### config.mk
export PLATFORM = sky130hd
export DESIGN_NAME = frame_sequencer
export DESIGN_NICKNAME = d
export VERILOG_FILES = /design/src/rtl/frame_sequencer.sv
export SDC_FILE = /design/constraint.sdc
export NUM_CORES = 1
export LEC_CHECK = 0
export BUFFER_PORTS_ARGS = -buffer_cell sky130_fd_sc_hd__buf_2
export CAP_MARGIN = 20
export CORE_ASPECT_RATIO = 0.6
export CORE_UTILIZATION = 50
export CTS_BUF_LIST = sky130_fd_sc_hd__clkbuf_16
export DETAILED_ROUTE_END_ITERATION = 8
export GPL_TIMING_DRIVEN = 1
export PLACE_DENSITY = 0.76
export REMOVE_ABC_BUFFERS = 1
export SETUP_SLACK_MARGIN = 0.1
export SKIP_LAST_GASP = 1
export SLEW_MARGIN = 25
export SYNTH_ARGS = -nofsm -noshare
export SYNTH_HDL_FRONTEND = slang
export SYNTH_SLANG_ARGS = --single-unit
### constraint.sdc
create_clock -name clk -period 5.7 [get_ports clk]
set_input_delay 1.425 -clock clk [delete_from_list [all_inputs] [get_ports clk]]
set_output_delay 1.425 -clock clk [all_outputs]
set_load 0.02 [all_outputs]
### src/rtl/frame_sequencer.sv
// Frame sequencer: walks header-linked point frames in a position RAM and streams points on step ticks.
// Optional FRAME_SEQUENCER_STATS_EN adds frameCount / missCount statistics outputs.
module frame_sequencer #(
    parameter int ADDR_W  = 13,
    parameter int POS_W   = 13,
    parameter int COLOR_W = 7,
    parameter int CNT_W   = 13,
    parameter int RD_LAT  = 2,
    parameter int DIV_W   = 6
) (
    input  logic                       clk,
    input  logic                       reset,
    input  logic                       enable,
    input  logic [ADDR_W-1:0]          startAddr,
    input  logic                       step,
    input  logic [DIV_W-1:0]           divide,
    output logic [ADDR_W-1:0]          rdAddr,
    input  logic [3*POS_W+COLOR_W-1:0] rdData,
    output logic                       ptValid,
    input  logic                       ptReady,
    output logic [POS_W-1:0]           ptX,
    output logic [POS_W-1:0]           ptY,
    output logic [POS_W-1:0]           ptZ,
    output logic [COLOR_W-1:0]         ptColor,
    output logic                       frameEdge,
    output logic                       emptyFrame
`ifdef FRAME_SEQUENCER_STATS_EN
    ,
    output logic [15:0]                frameCount,
    output logic [15:0]                missCount
`endif
);
    localparam int DATA_W = 3*POS_W + COLOR_W;
    localparam logic [2:0] HDR_LAST = 3'(RD_LAT);
    localparam logic [2:0] PT_LAST  = 3'(RD_LAT - 1);

    typedef enum logic [2:0] {IDLE, HDR_RD, PT_WAIT, PT_RD, PT_OUT, NEXT} state_t;

    state_t              state_q, state_d;
    logic [ADDR_W-1:0]   rd_addr_q, rd_addr_d, base_q, base_d, next_q, next_d;
    logic [CNT_W-1:0]    rpt_q, rpt_d, npts_q, npts_d, pt_cnt_q, pt_cnt_d, pass_q, pass_d;
    logic [DIV_W-1:0]    div_q, div_d;
    logic [2:0]          lat_q, lat_d;
    logic                valid_q, valid_d, edge_q, edge_d, empty_q, empty_d;
    logic [POS_W-1:0]    x_q, x_d, y_q, y_d, z_q, z_d;
    logic [COLOR_W-1:0]  color_q, color_d;

    always_comb begin
        state_d   = state_q;
        rd_addr_d = rd_addr_q;
        base_d    = base_q;
        next_d    = next_q;
        rpt_d     = rpt_q;
        npts_d    = npts_q;
        pt_cnt_d  = pt_cnt_q;
        pass_d    = pass_q;
        div_d     = div_q;
        lat_d     = lat_q;
        valid_d   = valid_q;
        edge_d    = 1'b0;
        empty_d   = empty_q;
        x_d       = x_q;
        y_d       = y_q;
        z_d       = z_q;
        color_d   = color_q;
        if (!enable) begin
            state_d   = IDLE;
            rd_addr_d = startAddr;
            valid_d   = 1'b0;
            div_d     = '0;
            lat_d     = '0;
            pt_cnt_d  = '0;
            pass_d    = '0;
        end else begin
            case (state_q)
                IDLE: begin
                    rd_addr_d = startAddr;
                    div_d     = '0;
                    lat_d     = '0;
                    state_d   = HDR_RD;
                end
                // Header address changed on entry, so one extra edge is needed before rdData is valid.
                HDR_RD: begin
                    if (lat_q == HDR_LAST) begin
                        lat_d    = '0;
                        rpt_d    = rdData[CNT_W-1:0];
                        npts_d   = rdData[2*CNT_W-1:CNT_W];
                        next_d   = rdData[2*CNT_W+ADDR_W-1:2*CNT_W];
                        base_d   = rd_addr_q;
                        pt_cnt_d = '0;
                        pass_d   = '0;
                        if (rdData[2*CNT_W-1:CNT_W] == '0) begin
                            empty_d = 1'b1;
                            state_d = NEXT;
                        end else begin
                            rd_addr_d = rd_addr_q + 1'b1;
                            state_d   = PT_WAIT;
                        end
                    end else begin
                        lat_d = lat_q + 1'b1;
                    end
                end
                PT_WAIT: begin
                    if (step) begin
                        div_d = (div_q >= divide) ? '0 : div_q + 1'b1;
                        if (div_q == '0) begin
                            lat_d   = '0;
                            state_d = PT_RD;
                        end
                    end
                end
                // Point address has been stable since before the step, so RD_LAT edges suffice.
                PT_RD: begin
                    if (lat_q == PT_LAST) begin
                        color_d = rdData[DATA_W-1 -: COLOR_W];
                        x_d     = rdData[3*POS_W-1 -: POS_W];
                        y_d     = rdData[2*POS_W-1 -: POS_W];
                        z_d     = rdData[POS_W-1:0];
                        valid_d = 1'b1;
                        lat_d   = '0;
                        state_d = PT_OUT;
                    end else begin
                        lat_d = lat_q + 1'b1;
                    end
                end
                PT_OUT: begin
                    if (ptReady) begin
                        valid_d = 1'b0;
                        if (pt_cnt_q == npts_q - 1'b1) begin
                            edge_d   = 1'b1;
                            pt_cnt_d = '0;
                            if (pass_q < rpt_q) begin
                                pass_d    = pass_q + 1'b1;
                                rd_addr_d = base_q + 1'b1;
                                state_d   = PT_WAIT;
                            end else begin
                                pass_d  = '0;
                                state_d = NEXT;
                            end
                        end else begin
                            rd_addr_d = rd_addr_q + 1'b1;
                            pt_cnt_d  = pt_cnt_q + 1'b1;
                            state_d   = PT_WAIT;
                        end
                    end
                end
                NEXT: begin
                    rd_addr_d = next_q;
                    lat_d     = '0;
                    state_d   = HDR_RD;
                end
                default: state_d = IDLE;
            endcase
        end
    end

`ifdef FRAME_SEQUENCER_STATS_EN
    logic [15:0] frame_cnt_q, frame_cnt_d, miss_cnt_q, miss_cnt_d;

    always_comb begin
        frame_cnt_d = edge_d ? frame_cnt_q + 1'b1 : frame_cnt_q;
        miss_cnt_d  = miss_cnt_q;
        if (step && state_q != PT_WAIT && miss_cnt_q != '1)
            miss_cnt_d = miss_cnt_q + 1'b1;
    end

    assign frameCount = frame_cnt_q;
    assign missCount  = miss_cnt_q;
`endif

    always_ff @(posedge clk or posedge reset) begin
        if (reset) begin
            state_q   <= IDLE;
            rd_addr_q <= '0;
            base_q    <= '0;
            next_q    <= '0;
            rpt_q     <= '0;
            npts_q    <= '0;
            pt_cnt_q  <= '0;
            pass_q    <= '0;
            div_q     <= '0;
            lat_q     <= '0;
            valid_q   <= 1'b0;
            edge_q    <= 1'b0;
            empty_q   <= 1'b0;
            x_q       <= '0;
            y_q       <= '0;
            z_q       <= '0;
            color_q   <= '0;
`ifdef FRAME_SEQUENCER_STATS_EN
            frame_cnt_q <= '0;
            miss_cnt_q  <= '0;
`endif
        end else begin
            state_q   <= state_d;
            rd_addr_q <= rd_addr_d;
            base_q    <= base_d;
            next_q    <= next_d;
            rpt_q     <= rpt_d;
            npts_q    <= npts_d;
            pt_cnt_q  <= pt_cnt_d;
            pass_q    <= pass_d;
            div_q     <= div_d;
            lat_q     <= lat_d;
            valid_q   <= valid_d;
            edge_q    <= edge_d;
            empty_q   <= empty_d;
            x_q       <= x_d;
            y_q       <= y_d;
            z_q       <= z_d;
            color_q   <= color_d;
`ifdef FRAME_SEQUENCER_STATS_EN
            frame_cnt_q <= frame_cnt_d;
            miss_cnt_q  <= miss_cnt_d;
`endif
        end
    end

    assign rdAddr     = rd_addr_q;
    assign ptValid    = valid_q;
    assign ptX        = x_q;
    assign ptY        = y_q;
    assign ptZ        = z_q;
    assign ptColor    = color_q;
    assign frameEdge  = edge_q;
    assign emptyFrame = empty_q;
endmodule

# After elaboration in Yosys (flattened, before gate mapping)

Cells that the tools add are included.

Add/subtract/negate cells: 7
Magnitude comparators: 2
Eq/ne operators: 21
Multiplexer cells: 45
Reduce and logical (&&, ||, !) cells: 14

Operators with widths:

| cell                  | number |
|---|---|
| $mux 13               | 14 |
| $add 13x1->13 const B | 4 |
| $pmux 13 s2           | 2 |
| $pmux 13 s4           | 1 |
| $mux 3                | 14 |
| $ne 3x3->1 const B    | 7 |
| $mux 6                | 3 |
| $pmux 3 s5            | 1 |
| $reduce_and 3->1      | 5 |
| $eq 13x13->1          | 1 |
| $logic_not 13->1      | 1 |
| $lt 13x13->1          | 1 |
| $sub 13x1->13 const B | 1 |
| $pmux 3 s4            | 1 |
| $pmux 6 s2            | 1 |
| $reduce_and 5->1      | 2 |
| $eq 3x2->1 const B    | 3 |
| $ne 3x1->1 const B    | 3 |
| $reduce_and 4->1      | 2 |
| $mux 1                | 7 |
| $add 6x1->6 const B   | 1 |
| $eq 3x1->1 const B    | 2 |
| $eq 3x3->1 const B    | 2 |
| $ge 6x6->1            | 1 |
| 9 further kinds       | 9 |

Flip-flop bits (word level): 152
Word-level logic and storage cells: 106

# Logic depth before layout (Yosys ltp)

Depth in word-level cells: 6
Depth in mapped cells: 13
Gate-level depth less buffers: 10

# Least setup slack after synthesis

OpenSTA, ideal clock, no wires.

Path kind: input-to-reg
Start: input divide[0]
End: register div_q[2]
Setup time: 0.064 ns
Arrival: 3.121 ns
Required time: 5.636 ns
Path slack: 2.515 ns
Cell stages on the path: 9
Cell sequence: ha_1 nand2b_1 a21o_1 a21o_1 a21o_1 a21o_1 a211o_1 nor3b_1 a21o_1

Cells in the longest elaborated chain, start to end: 5

RTL lines:

| element              | line | source |
|---|---|---|
| from (decl)          | 16   | `input logic [DIV_W-1:0] divide,` |
| $ge 6x6->1           | 105  | `div_d = (div_q >= divide) ? '0 : div_q + 1'b1;` |
| $mux 6               | 105  |  |
| $mux 6               | 104  | `if (step) begin` |
| $pmux 6 s2           | 75   | `case (state_q)` |
| $mux 6               | 66   | `if (!enable) begin` |
| to (signal assigned) | 203  | `div_q <= div_d;` |
| to (decl)            | 42   | `logic [DIV_W-1:0] div_q, div_d;` |

Every way passes these cells. The select of a mux whose other input is x is not followed.
A chain may end at the register's enable or synchronous reset.

# Final worst setup path

Start: register npts_q[0]
End: register rd_addr_q[5], in the netlist rdAddr[5]

Cells in the longest elaborated chain, start to end: 6
Elaborated cells on any way between the ends: 8
Those cells by class: add/sub: 1; eq/ne: 2; mux: 4; reduce/logical: 1

RTL lines:

| element                | line | source |
|---|---|---|
| from (decl)            | 41   | `logic [CNT_W-1:0] rpt_q, rpt_d, npts_q, npts_d, pt_cnt_q, pt_cnt_d, pass_q, pass_d;` |
| from (signal assigned) | 200  | `npts_q <= npts_d;` |
| $sub 13x1->13 (*)      | 129  | `if (pt_cnt_q == npts_q - 1'b1) begin` |
| $eq 13x13->1 (*)       | 129  |  |
| $mux 13                | 129  |  |
| $mux 13                | 127  | `if (ptReady) begin` |
| $pmux 13 s4            | 75   |  |
| $mux 13                | 66   |  |
| to (signal assigned)   | 196  | `rd_addr_q <= rd_addr_d;` |
| to (decl)              | 40   | `logic [ADDR_W-1:0] rd_addr_q, rd_addr_d, base_q, base_d, next_q, next_d;` |

Every way passes the cells marked *; elsewhere a longest branch is shown, timed or not. The select of a mux whose other input is x is not followed.

==> impl_summary.log <==
[metrics] clock slew seen by the registers of the worst setup and hold paths: 0.07 ns
[metrics] Hold Crit Depth: 1
[metrics] Starting DRT DRC Count: 550
[metrics] top-level port count: 132
[metrics] footprint of the multi-input gates: 0.00413 mm^2
[metrics] worst-case headroom to the max-slew limit: 27.7%
[metrics] height of the die: 101 um
[metrics] core box area: 0.0156 mm^2
[metrics] post-CTS sizing: 0
[metrics] power density over the cells: 437 mW/mm^2
[metrics] # DRC: 0
[metrics] final hold slack: 0.474 ns
[metrics] drt total wl: 18.9 mm
[metrics] number of flops mapped to enable cells by yosys: 0
[metrics] via count of the first global-routing pass: 5933
[metrics] leading area contributor after synthesis: sky130_fd_sc_hd__dfrtp_1
[metrics] Highest Clock Rate: 267 MHz
[metrics] area share of the largest cell type after synthesis: 46.6%
[metrics] crit path kind: reg2reg
[metrics] net switching share of the total power: 37.1%
[metrics] status: finished clean
[metrics] fraction of the yosys area taken by sequential cells: 46.6%
[metrics] share of synthesized registers carrying an async set or reset: 100%
[metrics] type of the worst min-delay path: reg2reg
[metrics] vias after detailed routing: 6407
[metrics] setup repair after global routing missed its margin: no
[metrics] static power due to leakage: 4.82 nW
[metrics] Fin Clk Skew: 0.0133 ns
[metrics] horizontal extent of the die: 167 um
[metrics] CP max FO: 26
[metrics] crit end category: flop
[metrics] post-CTS setup buffers: 0
[metrics] TritonCTS buffer count: 17
[metrics] final sum of negative setup slack: 0 ns
[metrics] FP Rows: 35
[metrics] cells on worst reg2reg path: 10
[metrics] final design utilization: 61.6%
[metrics] predominant post-synthesis flop cell: sky130_fd_sc_hd__dfrtp_1
[metrics] Overall Global Routing Usage: 23.3%
[metrics] maximum buffer depth of the clock tree: 2
[metrics] hold buffers post-CTS: 0
[metrics] relative contribution of the clock network to total power: 28.2%
[metrics] pin count of the biggest net entering global routing: 122
[metrics] residual overflow from global routing: 0
[metrics] Seq. cell area: 0.00380 mm^2
[metrics] starting density of the core: 52.3%
[metrics] final count of negative-setup-slack endpoints: 0
[metrics] largest voltage drop on the vdd net: 0.000270 V
[metrics] top-count cell post-synth: sky130_fd_sc_hd__dfrtp_1
[metrics] synthesis warning total: 0
[metrics] startpoint type of the worst setup path: flop
[metrics] Period Utilization, post-route: 65.8%
[metrics] antenna-violating nets left: 0
[metrics] hold violation total from the final report: 0
[metrics] antenna violations before repair: 0
[metrics] sequential share of power: 38.0%
[metrics] net load switching power: 0.00156 W
[metrics] drt wl/cell: 17.1 um
[metrics] worst skew pair latency: 0.43 ns
[metrics] post-synthesis area per instance: 10.6 um^2
[metrics] port buffer count: 131
[metrics] placed cells: 1078
[metrics] Slew Limit Fails: 0
[metrics] final instance count without filler cells: 1110
[metrics] actual slew at the worst max-slew pin: 1.08 ns
[metrics] CP Data Required Time: 6.00 ns
[metrics] TritonCTS clock tree: yes
[metrics] post-layout minimum cycle time: 3.75 ns
[metrics] H-tree Lvls: 4
[metrics] top post-synthesis cells by area: sky130_fd_sc_hd__dfrtp_1 (47%), sky130_fd_sc_hd__mux2_2 (14%), sky130_fd_sc_hd__ha_1 (3.8%)
[metrics] synth-to-layout area growth: 17.9%
[metrics] total internal power: 0.00265 W
[metrics] number of search-and-repair iterations in the first detailed-routing pass: 5
[metrics] synthesis-stage register bit count: 152
[metrics] number of inserted diodes: 0
[metrics] MaxCap Viol Count: 0
[metrics] root buffer cell: sky130_fd_sc_hd__clkbuf_16
[metrics] count of unique library cells instantiated by Yosys: 60
[metrics] number of cells produced by synthesis: 769
[metrics] most frequent cells after synthesis: sky130_fd_sc_hd__dfrtp_1 (152), sky130_fd_sc_hd__mux2_2 (99), sky130_fd_sc_hd__nor2_1 (49)
[metrics] part of the total power dissipated in combinational logic: 33.8%
[metrics] fin nets: 989
[metrics] area enclosed by the die boundary: 0.0169 mm^2
[metrics] placed wire-length estimate after detailed placement: 13.2 mm
[metrics] global-route wire length before repair: 30.9 mm
[metrics] weighted congestion at the end of routability-driven global placement: 0.906
[metrics] total of fill cells in the finished design: 1307
[metrics] Post-Syn Area: 0.00817 mm^2
[metrics] Vias/cell: 5.77
[metrics] Clock Sinks: 152
[metrics] data arrival time of the critical path: 4.05 ns
[metrics] fraction of final layout cells sized beyond drive strength 1: 31.2%
==> cell type report <==
| type | instances | area share, % |
|---|---|---|
| tap | 203 | 2.64 |
| clock buffer | 17 | 4.42 |
| inverter | 30 | 1.25 |
| timing repair buffer | 138 | 7.35 |
| multi-input combinational | 555 | 42.9 |
| clock inverter | 15 | 1.97 |
| sequential | 152 | 39.5 |
==> state kept, by name, indices dropped and copies added, names as in the netlist <==
signal,count
ptZ,13
rdAddr,13
state_q,3
lat_q,3
ptColor,7
npts_q,13
frameEdge,1
next_q,13
rpt_q,13
pass_q,13
base_q,13
ptX,13
pt_cnt_q,13
emptyFrame,1
ptValid,1
ptY,13
div_q,6
==> metal layers <==
layer	wire length [um]	share of wire [%]	GRT usage, %	vias to the layer above
met3	1100	5.8	4.00	23
met1	9630	51	35.9	3108
met4	213	1.1	6.20	0
met2	8000	42	33.3	229
met5	0	0	0	-
li1	-	-	-	3047
==> path summary, 6_finish.rpt <==
check,from,endpoint,slack [ns]
max,npts_q[0],rdAddr[5],1.95
max reg2reg,npts_q[0],rdAddr[5],1.95
max in group asynchronous,reset,ptY[4],3.58
min reg2reg,emptyFrame,emptyFrame,0.47
min in group asynchronous,reset,ptX[9],1.19
min,emptyFrame,emptyFrame,0.47
==> stage by stage <==
stage          total power [W]  setup slack, ns  cell area [um^2]
5_1_grt                0.00443             1.66              9630
6_report               0.00421             1.95              9630
3_5_place_dp           0.00302             2.01              9010
4_1_cts                0.00421             1.97              9630
3_3_place_gp           0.00299             2.15              9010
2_1_floorplan          0.00256            0.182              8030
==> layout by cell type (no fill, tap or decap), types with 10 or more instances in the layout <==
cell	n
sky130_fd_sc_hd__a21o_1	12
sky130_fd_sc_hd__a21oi_1	28
sky130_fd_sc_hd__and3_1	17
sky130_fd_sc_hd__buf_2	131
sky130_fd_sc_hd__clkbuf_16	17
sky130_fd_sc_hd__dfrtp_1	152
sky130_fd_sc_hd__ha_1	25
sky130_fd_sc_hd__inv_1	28
sky130_fd_sc_hd__mux2_2	99
sky130_fd_sc_hd__mux2i_1	13
sky130_fd_sc_hd__nand2_1	41
sky130_fd_sc_hd__nand2b_1	13
sky130_fd_sc_hd__nand3_1	38
sky130_fd_sc_hd__nor2_1	49
sky130_fd_sc_hd__nor3_1	13
sky130_fd_sc_hd__o21ai_0	43
sky130_fd_sc_hd__o31ai_1	10
sky130_fd_sc_hd__xnor2_1	19
sky130_fd_sc_hd__xor2_1	26
==> logic make-up after synthesis <==
kind of cell	Yosys count	synth area share, %
flops	152	46.6
mux	112	15.2
xor+xnor	45	4.82
buf+inv	62	3.08
simple gates	227	14.4
compound gates	146	12.1
fa+ha+maj	25	3.83
==> power by group through the flow <==
stage               logic [W]  registers (W)  clock network, W
finish                0.00142        0.00160           0.00119
global route          0.00155        0.00164           0.00125
CTS                   0.00142        0.00160           0.00120
detailed placement    0.00141        0.00161                 0
global placement      0.00139        0.00160                 0
floorplan            0.000765        0.00179                 0
==> worst max-delay path: stages (launching register included) <==
cell                       delay, ns
sky130_fd_sc_hd__dfrtp_1        0.43
sky130_fd_sc_hd__inv_1          0.08
sky130_fd_sc_hd__ha_1           0.23
sky130_fd_sc_hd__or4b_1         0.57
sky130_fd_sc_hd__o31a_1         0.30
sky130_fd_sc_hd__nor3_1         0.19
sky130_fd_sc_hd__nor3_1         0.11
sky130_fd_sc_hd__or3_4          0.43
sky130_fd_sc_hd__o311ai_4       0.88
sky130_fd_sc_hd__nor2_1         0.15
sky130_fd_sc_hd__a22o_1         0.25
No activity file was read; power rests on OpenSTA's default activity.
